## src/rtl/pc_pkg.sv

```systemverilog
// pc_pkg: shared definitions for the program-counter controller.
//   PC_W        default PC / target width (instruction-word addressed)
//   RESET_PC    PC value loaded by reset
//   pc_state_t  controller state: RUN (normal fetch) / FLUSH (squashing wrong path)
//   flush_cnt_t width of the wrong-path squash counter (1..7 instructions)
package pc_pkg;

    localparam int PC_W = 16;
    localparam logic [PC_W-1:0] RESET_PC = '0;

    typedef enum logic {RUN, FLUSH} pc_state_t;

    typedef logic [2:0] flush_cnt_t;

endpackage

```

## src/rtl/pc_ctrl_if.sv

```systemverilog
// pc_ctrl_if: branch-judge / fetch bundle between the branch unit + decoder
// (master) and the PC controller (slave).
//   stall        hold PC (memory/hazard stall)
//   bj           branch taken, qualifies br_target
//   br_target    branch destination
//   jump         unconditional jump from decode, qualifies jump_target
//   jump_target  jump destination
//   pc           current fetch address (registered)
//   flush        squash in-flight decode/execute instruction (registered)
//   redirect     one-cycle pulse after a target was loaded
//   taken_cnt    saturating count of accepted redirects
interface pc_ctrl_if #(
    parameter int PC_W = 16
);

    logic            stall;
    logic            bj;
    logic [PC_W-1:0] br_target;
    logic            jump;
    logic [PC_W-1:0] jump_target;
    logic [PC_W-1:0] pc;
    logic            flush;
    logic            redirect;
    logic [15:0]     taken_cnt;

    modport master (
        output stall, bj, br_target, jump, jump_target,
        input  pc, flush, redirect, taken_cnt
    );

    modport slave (
        input  stall, bj, br_target, jump, jump_target,
        output pc, flush, redirect, taken_cnt
    );

endinterface

```

## src/rtl/pc_ctrl_flush_timer.sv

```systemverilog
// flush_timer: down-counter tracking how many wrong-path instructions are
// still to be squashed after a redirect.
//   clk, rst  clock, synchronous active-high reset
//   load      redirect accepted: start a new squash window of LOAD_VAL
//   dec       one instruction advanced (unstalled cycle) while busy
//   busy      squash window open (counter nonzero)
//   last      the next decrement closes the window
//   flush     registered squash strobe for decode/execute
module flush_timer
    import pc_pkg::*;
#(
    parameter flush_cnt_t LOAD_VAL = 3'd2
) (
    input  logic clk,
    input  logic rst,
    input  logic load,
    input  logic dec,
    output logic busy,
    output logic last,
    output logic flush
);

    flush_cnt_t cnt;

    always_ff @(posedge clk) begin
        if (rst) begin
            cnt   <= '0;
            flush <= 1'b0;
        end else if (load) begin
            cnt   <= LOAD_VAL;
            flush <= 1'b1;
        end else if (dec && busy) begin
            cnt   <= cnt - 3'd1;
            // flush follows the post-decrement count so it drops with the
            // final squashed instruction, not one cycle later
            flush <= (cnt != 3'd1);
        end
    end

    assign busy = (cnt != '0);
    assign last = (cnt == 3'd1);

endmodule

```

## src/rtl/pc_ctrl.sv

```systemverilog
// pc_ctrl: fetch-PC controller. Advances the PC, redirects on a taken branch
// (bj) or decode jump, squashes the wrong-path instructions behind each
// redirect and counts accepted redirects.
//   clk, rst   clock, synchronous active-high reset
//   bus        pc_ctrl_if slave: stall/bj/br_target/jump/jump_target in,
//              pc/flush/redirect/taken_cnt out (all outputs registered)
module pc_ctrl
    import pc_pkg::*;
#(
    parameter int              PC_W         = pc_pkg::PC_W,
    parameter logic [PC_W-1:0] RESET_PC     = PC_W'(pc_pkg::RESET_PC),
    parameter int              FLUSH_CYCLES = 2
) (
    input  logic     clk,
    input  logic     rst,
    pc_ctrl_if.slave bus
);

    pc_state_t       state;
    logic [PC_W-1:0] pc_q;
    logic            redirect_q;
    logic [15:0]     taken_q;
    logic            accept;
    logic [PC_W-1:0] tgt;
    logic            tmr_busy;
    logic            tmr_last;

    // Redirect requests are only honoured in RUN: anything arriving during
    // FLUSH comes from an instruction being squashed. bj outranks jump.
    always_comb begin
        accept = (state == RUN) && (bus.bj || bus.jump);
        tgt    = bus.bj ? bus.br_target : bus.jump_target;
    end

    flush_timer #(
        .LOAD_VAL (flush_cnt_t'(FLUSH_CYCLES))
    ) u_timer (
        .clk   (clk),
        .rst   (rst),
        .load  (accept),
        .dec   (tmr_busy && !bus.stall),
        .busy  (tmr_busy),
        .last  (tmr_last),
        .flush (bus.flush)
    );

    always_ff @(posedge clk) begin
        if (rst) begin
            state      <= RUN;
            pc_q       <= RESET_PC;
            redirect_q <= 1'b0;
            taken_q    <= '0;
        end else begin
            redirect_q <= 1'b0;
            case (state)
                RUN: begin
                    // redirect beats stall
                    if (accept) begin
                        pc_q       <= tgt;
                        redirect_q <= 1'b1;
                        state      <= FLUSH;
                        if (taken_q != 16'hFFFF)
                            taken_q <= taken_q + 16'd1;
                    end else if (!bus.stall) begin
                        pc_q <= pc_q + PC_W'(1);
                    end
                end
                FLUSH: begin
                    // stalls freeze the squash window: it counts instructions
                    if (!bus.stall) begin
                        pc_q <= pc_q + PC_W'(1);
                        if (tmr_last)
                            state <= RUN;
                    end
                end
            endcase
        end
    end

    assign bus.pc        = pc_q;
    assign bus.redirect  = redirect_q;
    assign bus.taken_cnt = taken_q;

endmodule

```

## src/flat_wrapper.sv

```systemverilog
// flat-port wrapper written by rule: the top's interface ports become plain ports
module pc_ctrl_flat import pc_pkg::*;
#(
    parameter int              PC_W         = pc_pkg::PC_W,
    parameter logic [PC_W-1:0] RESET_PC     = PC_W'(pc_pkg::RESET_PC),
    parameter int              FLUSH_CYCLES = 2
)
  (clk, rst, bus_stall, bus_bj, bus_br_target, bus_jump, bus_jump_target, bus_pc, bus_flush, bus_redirect, bus_taken_cnt);
  pc_ctrl_if #(.PC_W(PC_W)) bus_i ();
  input  logic clk;
  input  logic rst;
  input wire logic [$bits(bus_i.stall)-1:0] bus_stall;
  input wire logic [$bits(bus_i.bj)-1:0] bus_bj;
  input wire logic [$bits(bus_i.br_target)-1:0] bus_br_target;
  input wire logic [$bits(bus_i.jump)-1:0] bus_jump;
  input wire logic [$bits(bus_i.jump_target)-1:0] bus_jump_target;
  output wire logic [$bits(bus_i.pc)-1:0] bus_pc;
  output wire logic [$bits(bus_i.flush)-1:0] bus_flush;
  output wire logic [$bits(bus_i.redirect)-1:0] bus_redirect;
  output wire logic [$bits(bus_i.taken_cnt)-1:0] bus_taken_cnt;
  assign bus_i.stall = bus_stall;
  assign bus_i.bj = bus_bj;
  assign bus_i.br_target = bus_br_target;
  assign bus_i.jump = bus_jump;
  assign bus_i.jump_target = bus_jump_target;
  assign bus_pc = bus_i.pc;
  assign bus_flush = bus_i.flush;
  assign bus_redirect = bus_i.redirect;
  assign bus_taken_cnt = bus_i.taken_cnt;
  pc_ctrl #(.PC_W(PC_W), .RESET_PC(RESET_PC), .FLUSH_CYCLES(FLUSH_CYCLES)) u_core (.clk(clk), .rst(rst), .bus(bus_i));
endmodule
```

## config.mk

```make
export PLATFORM = sky130hd
export DESIGN_NAME = pc_ctrl_flat
export DESIGN_NICKNAME = d
export VERILOG_FILES = /design/src/rtl/pc_pkg.sv /design/src/rtl/pc_ctrl_if.sv /design/src/rtl/pc_ctrl_flush_timer.sv /design/src/rtl/pc_ctrl.sv /design/src/flat_wrapper.sv
export SDC_FILE = /design/constraint.sdc
export NUM_CORES = 1
export LEC_CHECK = 0
export CORE_ASPECT_RATIO = 0.75
export CORE_MARGIN = 2
export CORE_UTILIZATION = 43
export CTS_BUF_LIST = sky130_fd_sc_hd__clkbuf_4 sky130_fd_sc_hd__clkbuf_8 sky130_fd_sc_hd__clkbuf_16
export CTS_CLUSTER_DIAMETER = 80
export DETAILED_ROUTE_END_ITERATION = 6
export DONT_BUFFER_PORTS = 1
export MAX_ROUTING_LAYER = met4
export PLACE_DENSITY = 0.57
export SYNTH_ARGS = -nofsm -noshare
export SYNTH_HDL_FRONTEND = slang
export SYNTH_SLANG_ARGS = --single-unit
```

## constraint.sdc

```tcl
create_clock -name clk -period 2.4 [get_ports clk]
set_clock_uncertainty 0.15 [all_clocks]
set_input_delay 0.72 -clock clk [delete_from_list [all_inputs] [get_ports clk]]
set_output_delay 0.72 -clock clk [all_outputs]
set_load 0.005 [all_outputs]
```

==> results.cfg <==
[status]
status = complete, no violations

[timing]
slew_viol_final = 0
period_needed_ns = 2.23
setup_viol = 0
rsz0062_at_grt = no
hold_viol_final = 0
finalSetupTns_ns = 0
worstMarginPinSlew_ns = 0.503
slew_headroom = 0.662
timing.final.crit_share = 0.928
fmax_ghz = 0.449

[finish]
drive_gt1_frac = 0.121
final_nets = 288
syn_to_final_growth_pct = 7.47
fillers = 483
num_antenna_cells = 0
final_common_cell = dfxtp_1
final_cell_mix = 38 x dfxtp_1, 23 x a211oi_1, 19 x a21oi_1
regArea_um2 = 761
final_cells = 307
final_cell_area_um2 = 2340
multi_input_area_um2 = 1320

[place]
dp_cells = 299
hpwlAfterDp_um = 3610
dpl_cell_area_um2 = 2230
port_buffers = 0
gp_congestion = 0.775

[global_routing]
grt_pass1_vias = 1605
grt_util_all_layers = 0.194
grt_max_degree = 44
grt-ovfl-total = 0
grt_pass1_wl_um = 8290
antenna_found_initial = 0

[worst_setup_path]
required_ns = 2.43
r2r-end = u_core.bus.taken_cnt[14]
r2r_slack_ns = 0.17
r2r_cells = 5
critical_path_peak_fanout = 6
start_kind = flip-flop
crit-reg2reg-launch = u_core.bus.taken_cnt[0]
crit_type = flip-flop to flip-flop
end_kind = flip-flop
cp_data_arrival_time_ns = 2.26

[synth]
syn-cell-area_um2 = 2180
ys_ff_latch = 38
syn_inst = 249
avgSynthCellArea_um2 = 8.75
synth_ff_type = dfxtp_1
ys_types = 48
synth_edf_count = 0
syn-num-nets = 291
synth-seq-area-share = 0.349
yosys_warnings = 0
synth_async_sr_flop_share = 0

[route]
wire_per_inst_um = 16.5
drtPass1Iterations = 4
drt_iter0_drc = 99
via_per_inst = 5.88
route.vias.total = 1806
drtAntennaViolNets = 0
drc_errors = 0
drt_wl_total_um = 5070

[clock_tree]
cts_made_buffers = 5
clockRootBuffer = clkbuf_8
postCtsSetupBuffers = 0
cts.sinks = 38
holdBufCountCts = 0
ctsHtreeMaxLevel = 2
cts.path.max_buffers = 2
post_cts_resized = 0
clkSlewWorstSetupHoldPaths_ns = 0.08
clk-insertion-delay-late_ns = 0.30
cts_tree = yes

[job]
cap_violations = 0

[die]
fp-row-count = 22
dieArea_um2 = 5660
die_h_um = 65.6
coreArea_um2 = 4900
io_pins = 71
initial_core_util = 0.445
fp.dieW_um = 86.2

[min_path]
hp-start = u_core.state
holdPathStages = 2
hold_class = flip-flop to flip-flop
holdPathEnd = u_core.state

[power]
vdd_drop_max_mv = 0.262
p_leak_nw = 0.783
p_sw_uw = 380
finalPower_mw = 1.44
switching_share = 0.263
seqPwrFrac = 0.504
power_density_nw_per_um2 = 617
internal-power_mw = 1.06
comb_power_share = 0.118
pwr-share-clk = 0.378
==> cells by family (layout without fill, tap and decap cells) <==
family,count (synthesis),count (layout),synth area share
simple gates,95,95,0.275
compound gates,61,61,0.185
flops,38,38,0.349
buf+inv,24,22,0.0459
mux,14,14,0.0684
xor+xnor,12,12,0.0483
fa+ha+maj,5,5,0.0287
==> per-layer routing <==
layer,part of all wire,GRT usage,vias up,routed length [um]
met5,0,-,-,0
met4,0.011,0.0586,0,54
met3,0.063,0.0653,7,321
met2,0.39,0.257,43,2000
met1,0.53,0.275,819,2700
li1,-,-,937,-
==> cell usage after synthesis, types with 2 or more instances <==
library cell | count | area [um^2]
nand4_1 | 8 | 50.1
xnor2_1 | 9 | 78.8
mux2_2 | 6 | 67.6
buf_1 | 3 | 11.3
a21oi_1 | 19 | 95.1
or3_1 | 4 | 25.0
nand4b_1 | 2 | 17.5
o21ai_0 | 5 | 25.0
o31ai_1 | 6 | 45.0
nand3_1 | 12 | 60.1
buf_2 | 2 | 10.0
buf_4 | 2 | 15.0
dfxtp_1 | 38 | 761
clkbuf_1 | 9 | 33.8
ha_1 | 5 | 62.6
mux2i_1 | 7 | 70.1
nor4_1 | 5 | 31.3
nor3_1 | 9 | 45.0
nor2b_1 | 14 | 87.6
nand2_1 | 4 | 15.0
xor2_1 | 3 | 26.3
and4_1 | 2 | 17.5
nand2b_1 | 2 | 12.5
nor4b_1 | 2 | 17.5
a211oi_1 | 23 | 173
inv_1 | 8 | 30.0
or4_1 | 5 | 37.5
and3_1 | 2 | 12.5
nor2_1 | 14 | 52.6
==> how the worst max path moves through the flow <==
stage                            startpoint                        to  slack [ns]  cells past startpoint
floorplan                            bus_bj         u_core.bus.pc[10]        0.18                      6
global placement    u_core.bus.taken_cnt[0]  u_core.bus.taken_cnt[14]        0.18                      5
detailed placement  u_core.bus.taken_cnt[0]  u_core.bus.taken_cnt[14]        0.18                      5
CTS                 u_core.bus.taken_cnt[0]  u_core.bus.taken_cnt[14]        0.17                      5
global route        u_core.bus.taken_cnt[0]  u_core.bus.taken_cnt[14]        0.02                      5
finish              u_core.bus.taken_cnt[0]  u_core.bus.taken_cnt[14]        0.17                      5
==> worst max-delay path, cell delays in order, from the launching register on <==
cell	delay, ns
dfxtp_1	0.43
ha_1	0.25
nand4_1	0.21
or3_2	0.52
nor3_1	0.22
mux2_2	0.35
==> flip-flops by register name, summed over array words and instances, names as in the netlist <==
signal	cells
u_core.bus.taken_cnt	16
u_core.bus.redirect	1
u_core.u_timer.flush	1
u_core.state	1
u_core.u_timer.cnt	3
u_core.bus.pc	16
==> cell type report <==
class,instances,share of cell area
Multi-Input combinational cell,187,0.564
Sequential cell,38,0.325
Clock inverter,3,0.0171
Tap cell,60,0.0321
Clock buffer,5,0.0294
Inverter,8,0.0128
Timing Repair Buffer,6,0.0192
==> per-stage QoR <==
stage | hold slack [ns] | setup WS, ns | util
finish | 0.333 | 0.172 | 0.478
global route | 0.320 | 0.0170 | 0.478
CTS | 0.324 | 0.170 | 0.478
detailed placement | 0.322 | 0.183 | 0.456
global placement | 0.312 | 0.184 | 0.456
floorplan | 0.309 | 0.176 | -
==> power groups by stage <==
stage / Clock [mW] / Combinational (mW) / Sequential, mW
floorplan: 0 / 0.158 / 0.728
global placement: 0 / 0.170 / 0.742
detailed placement: 0 / 0.172 / 0.743
CTS: 0.565 / 0.172 / 0.728
global route: 0.591 / 0.196 / 0.737
finish: 0.545 / 0.170 / 0.728
No activity file was read; power rests on OpenSTA's default activity.
